<file path="src/rtl/freq_meas_ctrl.sv">
// Gated edge-count measurement sequencer: opens a window of GATE_TICKS time-base ticks,
// counts synchronized sig_i rising edges, and hands the result over with valid/ack.
// Optional: FREQ_MEAS_AUTORESTART_EN re-arms straight from DONE on ack.
module freq_meas_ctrl #(
    parameter int unsigned CNT_W       = 24,
    parameter int unsigned GATE_TICKS  = 1000,
    parameter int unsigned SYNC_STAGES = 2
) (
    input  logic             clk_i,
    input  logic             rst_i,
    input  logic             start_i,
    input  logic             abort_i,
    input  logic             tick_i,
    input  logic             sig_i,
    input  logic             ack_i,
    output logic             gate_o,
    output logic             busy_o,
    output logic             valid_o,
    output logic [CNT_W-1:0] count_o,
    output logic             ovf_o
);

    localparam int unsigned        TickW    = $clog2(GATE_TICKS + 1);
    localparam logic [TickW-1:0]   TickLast = TickW'(GATE_TICKS - 1);
    localparam logic [TickW-1:0]   TickOne  = TickW'(1);
    localparam logic [CNT_W-1:0]   AccOne   = CNT_W'(1);

    localparam logic [2:0] StIdle  = 3'd0;
    localparam logic [2:0] StArm   = 3'd1;
    localparam logic [2:0] StGate  = 3'd2;
    localparam logic [2:0] StLatch = 3'd3;
    localparam logic [2:0] StDone  = 3'd4;

    logic [2:0]             state_q, state_d;
    logic [SYNC_STAGES-1:0] sync_q, sync_d;
    logic                   prev_q;
    logic [CNT_W-1:0]       acc_q, acc_d;
    logic [TickW-1:0]       tick_cnt_q, tick_cnt_d;
    logic                   ovf_q, ovf_d;
    logic [CNT_W-1:0]       count_q, count_d;
    logic                   sync_out;
    logic                   sig_rise;

    assign sync_d   = {sync_q[SYNC_STAGES-2:0], sig_i};
    assign sync_out = sync_q[SYNC_STAGES-1];
    assign sig_rise = sync_out & ~prev_q;

    always_comb begin
        state_d    = state_q;
        acc_d      = acc_q;
        tick_cnt_d = tick_cnt_q;
        ovf_d      = ovf_q;
        count_d    = count_q;
        case (state_q)
            StIdle: begin
                if (start_i) begin
                    state_d    = StArm;
                    acc_d      = '0;
                    tick_cnt_d = '0;
                    ovf_d      = 1'b0;
                end
            end
            StArm: begin
                if (abort_i) begin
                    state_d = StIdle;
                end else if (tick_i) begin
                    state_d = StGate;
                end
            end
            StGate: begin
                if (abort_i) begin
                    state_d = StIdle;
                end else begin
                    // Saturate rather than wrap; flag the lost edge.
                    if (sig_rise) begin
                        if (&acc_q) begin
                            ovf_d = 1'b1;
                        end else begin
                            acc_d = acc_q + AccOne;
                        end
                    end
                    if (tick_i) begin
                        if (tick_cnt_q == TickLast) begin
                            state_d = StLatch;
                        end else begin
                            tick_cnt_d = tick_cnt_q + TickOne;
                        end
                    end
                end
            end
            StLatch: begin
                if (abort_i) begin
                    state_d = StIdle;
                end else begin
                    count_d = acc_q;
                    state_d = StDone;
                end
            end
            StDone: begin
                if (abort_i) begin
                    state_d = StIdle;
                end else if (ack_i) begin
`ifdef FREQ_MEAS_AUTORESTART_EN
                    state_d    = StArm;
                    acc_d      = '0;
                    tick_cnt_d = '0;
                    ovf_d      = 1'b0;
`else
                    state_d = StIdle;
`endif
                end
            end
            default: state_d = StIdle;
        endcase
    end

    always_ff @(posedge clk_i or negedge rst_i) begin
        if (!rst_i) begin
            state_q    <= StIdle;
            sync_q     <= '0;
            prev_q     <= 1'b0;
            acc_q      <= '0;
            tick_cnt_q <= '0;
            ovf_q      <= 1'b0;
            count_q    <= '0;
        end else begin
            state_q    <= state_d;
            sync_q     <= sync_d;
            prev_q     <= sync_out;
            acc_q      <= acc_d;
            tick_cnt_q <= tick_cnt_d;
            ovf_q      <= ovf_d;
            count_q    <= count_d;
        end
    end

    assign gate_o  = (state_q == StGate);
    assign busy_o  = (state_q != StIdle);
    assign valid_o = (state_q == StDone);
    assign count_o = count_q;
    assign ovf_o   = ovf_q;

endmodule

</file>
<file path="config.mk">
export PLATFORM = sky130hd
export DESIGN_NAME = freq_meas_ctrl
export DESIGN_NICKNAME = d
export VERILOG_FILES = /design/src/rtl/freq_meas_ctrl.sv
export SDC_FILE = /design/constraint.sdc
export NUM_CORES = 1
export LEC_CHECK = 0
export CORE_ASPECT_RATIO = 0.75
export CORE_MARGIN = 10
export CORE_UTILIZATION = 50
export CTS_CLUSTER_DIAMETER = 60
export DETAILED_ROUTE_END_ITERATION = 8
export GPL_ROUTABILITY_DRIVEN = 0
export MAX_ROUTING_LAYER = met4
export PLACE_DENSITY = 0.75
export SLEW_MARGIN = 20
export SYNTH_ARGS = -nofsm -noshare
export SYNTH_HDL_FRONTEND = slang
export SYNTH_SLANG_ARGS = --single-unit
</file>
<file path="constraint.sdc">
create_clock -name clk_i -period 2 [get_ports clk_i]
set_clock_uncertainty 0.05 [all_clocks]
set_input_delay 0.6 -clock clk_i [delete_from_list [all_inputs] [get_ports clk_i]]
set_output_delay 0.6 -clock clk_i [all_outputs]
set_load 0.05 [all_outputs]
</file>
# == After elaboration in Yosys (flattened, before gate mapping) ==
# Index checks and enable logic that the tools add are counted.
# W data, S select, Z words.
# totals
ff_bits,65
in_bits,7
elab_cells,62
out_inout_bits,28
# classes
addsub,2
n_eq_ne,16
mux,25
bitwise,3
n_reduce_logical,9
# ops
op,n
$mux W24,4
$pmux W24 S2,1
$mux W10,4
$mux W3,9
$add A24 B1 Y24 const B,1
$reduce_and A24 Y1,1
$pmux W10 S2,1
$reduce_and A5 Y1,4
$pmux W3 S5,1
$add A10 B1 Y10 const B,1
$eq A10 B10 Y1 const B,1
$ne A2 B2 Y1 const B,5
$ne A3 B3 Y1 const B,3
$eq A3 B2 Y1 const B,2
$mux W1,4
$ne A2 B1 Y1 const B,2
$eq A3 B1 Y1 const B,1
$eq A3 B3 Y1 const B,1
$logic_not A3 Y1,1
$ne A3 B2 Y1 const B,1
$reduce_bool A3 Y1,1
$not A1 Y1,2
$pmux W1 S2,1
$reduce_and A2 Y1,1
2 further kinds,2

# == Logic depth before layout (Yosys ltp) ==
# Gate-level depths: netlist of the first run.
# depth
depth_word,5
ltp_mapped,8
depth_no_buf,6

# == Worst setup path before layout of the first run ==
# Ideal clock, no wire load.
# synth_path
path_type,flip-flop to output port
startpoint,reg state_q[1]
endpoint,out valid_o
path_stages_with_launch,3
setup_slack_ns,-0.309
path_buffers,1
t_required_ns,1.350
arrival_ns,1.659
cell_sequence,dfrtp_1 buf_2 nor3b_1
# synth_via
elab_chain_len,1
# synth_lines
element,line,text
start: declaration,34,"logic [2:0] state_q, state_d;"
start signal: assignment,119,state_q <= StIdle;
start signal: assignment,127,state_q <= state_d;
$eq A3 B3 Y1,139,assign valid_o = (state_q == StDone);
end: declaration,18,"output logic valid_o,"
# No other way between the ends.

# == Worst setup path in the final report of the first run ==
# layout_path
startpoint,reg state_q[2]
endpoint,out gate_o
# layout_via
elab_chain_len,1
# layout_lines
element,line,text
$eq A3 B2 Y1,137,assign gate_o = (state_q == StGate);
end: declaration,16,"output logic gate_o,"
# No other way between the ends.

==> results of run 1 <==
[logic make-up (layout without fill, tap and decap cells)]
kind of cell | count (synthesis) | count (layout) | share of synthesized area [%]
simple gates | 100 | 100 | 18.4
compound gates | 81 | 82 | 16.1
flops | 65 | 65 | 51.4
mux | 26 | 26 | 9.26
buf+inv | 23 | 135 | 4.00
fa+ha+maj | 2 | 2 | 0.791
[metrics by stage]
step	TNS (ps)	hold slack (ps)	util, %	worst slack (ps)	power (mW)
finish	-1020	196	74.6	-171	3.98
global route	-2330	221	74.6	-206	4.15
CTS	-418	207	68.2	-184	3.71
detailed placement	-14150	289	62.6	-469	2.47
global placement	-12040	284	62.6	-402	2.45
floorplan	-79.1	254	-	-18.4	2.10
[routing by layer]
metal / wire length [µm] / track usage [%] / vias up
li1: - / - / 1338
met1: 3780 / 20.7 / 1400
met2: 4270 / 25.1 / 101
met3: 599 / 4.74 / 16
met4: 161 / 7.10 / 0
met5: 0 / - / -
[state kept, by name, indices dropped and copies added, names as in the netlist]
name / cells
ovf_o: 1
sync_q: 2
state_q: 3
count_o: 24
tick_cnt_q: 10
prev_q: 1
acc_q: 24
[power groups by stage]
stage	registers [mW]	logic [mW]	clock network (mW)
after CTS	1.44	1.11	1.15
after global routing	1.45	1.49	1.21
after detailed placement	1.47	1.00	0
final	1.44	1.41	1.13
after global placement	1.46	0.985	0
after floorplan	1.60	0.497	0
[Yosys cell counts, types with 3 or more instances]
cell type,count
a21o_1,5
a21oi_1,8
a21oi_2,3
a22o_1,4
a31oi_1,15
a41oi_1,3
and3_1,6
buf_2,5
buf_6,4
clkbuf_1,5
dfrtp_1,65
inv_1,7
mux2_2,26
nand2_1,18
nand2b_1,4
nand3_1,11
nand4_1,12
nor2_1,14
nor3_1,9
nor3b_1,4
nor4_1,3
o21ai_0,30
or3_1,3
[layout make-up]
type | instances | area, µm² | area share, %
multi-input combinational | 210 | 1690 | 36.4
clock inverter | 6 | 67.6 | 1.46
sequential | 65 | 1630 | 35.0
inverter | 7 | 30.0 | 0.647
tap | 81 | 101 | 2.18
clock buffer | 10 | 138 | 2.96
timing repair buffer | 112 | 991 | 21.3
[worst paths after layout]
path	start	end
worst min register to register	sync_q[0]	sync_q[1]
worst max register to register	state_q[2]	acc_q[13]
worst min-delay path	rst_i	state_q[2]
min in group clk_i	sync_q[0]	sync_q[1]
max in group asynchronous	rst_i	count_o[18]
worst max-delay path	state_q[2]	gate_o
[critical path, cell delays in order (launching register included)]
cell and delay [ps]:
dfrtp_1 390, or3b_4 430, buf_12 140, clkinvlp_4 70, buf_12 130
[what timing repair did]
action / 4_1_cts / 5_1_grt
setup buffers: 5 / 17
pin swaps: 10 / 18
gates resized for setup: 24 / 63
setup endpoints to repair: 23 / 33
endpoints found under the hold margin: 0 / 0
gates cloned: 2 / 1
==> reports/qor.yml, run 1 <==
place:
  port_buffers: 34
  placed_cells: 450
  hpwl_mm: 5.27
  place_area_mm2: 0.00390
critical_path:
  cp-end-kind: "output port"
  start_kind: "flip-flop"
  crit_arrival_ps: 1520
  critical_path_class: "flip-flop to output port"
  rrSetupSlack_ps: -90
  r2r_cells: 8
  path_max_fanout: 2
  cp.required_ps: 1350
timing:
  fmax_mhz: 461
  worstMarginPinSlew_ps: 763
  slew_violations: 0
  setup_viol: 19
  finalHoldViolCount: 0
  relSlewSlack_pct: 48.7
  fin_crit_ps: 2170
  fin_ws_ps: -171
  finalCritPeriodShare_pct: 109
  rsz0062_at_grt: "true"
detailed_routing:
  wire_per_inst_um: 17.9
  drc: 0
  ant_nets: 0
  routed_wl_mm: 8.81
  via_count: 2855
  viasPerCell: 5.81
  first_iter_violations: 202
  dr.pass1.iters: 5
floorplan:
  io_pins: 35
  fp-row-count: 25
  fp.coreArea_mm2: 0.00622
  initial_core_util_pct: 50.8
  die_x_um: 112
  die_y_um: 88.9
  fp.dieArea_mm2: 0.00994
global_route:
  grt_usage_pct: 16.7
  grt_pass1_vias: 2607
  grt_pass1_wl_mm: 12.9
  grt_antenna_before_repair: 0
  grt_max_degree: 66
  globalRouteOverflowTotal: 0
cells_and_area:
  final_cells: 491
  final_common_cell: "buf_4"
  layout_common_cells: "82 x buf_4, 65 x dfrtp_1, 26 x mux2_2"
  syn2layout_area_growth_pct: 46.8
  drive_above_1_share_pct: 48.0
  final_cell_area_mm2: 0.00464
  finish.net_count: 414
  num_antenna_cells: 0
  n_fill_cell: 405
yosys:
  yosysUniqueCellTypes: 48
  async_reset_ff_share_pct: 100
  syn_area_mm2: 0.00316
  yosys.area.top_type_share_pct: 51.4
  ys_seq_area_share_pct: 51.4
  synth_area_leaders: "dfrtp_1 51%, mux2_2 9.3%, o21ai_0 4.7%"
  synth.avg_cell_area_um2: 10.6
  synth_cells: 297
  synth_warnings: 0
  syn_nets: 306
  synth-edff-count: 0
  ys_seq_elements: 65
  synth_area_leader_cell: "dfrtp_1"
  synth-main-ff-cell: "dfrtp_1"
outcome:
  violations: "setup timing"
  outcome: "finished with violations"
clock_tree:
  cts_sinks: 65
  cts_buffer_depth: 2
  clk_latency_ps: 360
  cts-buffers-inserted: 9
  root_buffer: "clkbuf_8"
  clk_pin_slew_ps: 70
  cts_tree: "done"
  htree_num_levels: 3
  cts-hold-fix-buffers: 0
pwr:
  clockPowerShare_pct: 28.5
  comb_power_share_pct: 35.3
  p_sw_share_pct: 33.0
  p_leak_nw: 2.18
  power.switching_mw: 1.31
  ir_drop_mv: 0.408
  p_seq_share_pct: 36.2
  p_per_area_mw_per_mm2: 857
  p_int_mw: 2.67
hold_path:
  holdCritPathClass: "primary input to asynchronous set/reset pin"
flow_run:
  max-cap-violations: 0
Note: power is estimated with default switching activity, not from simulation.
==> run 2, diff against run 1 <==
SLEW_MARGIN = 15   (was 20)
==> results of run 2 <==
Final layout, timing and power as in run 1 (identical DEF).
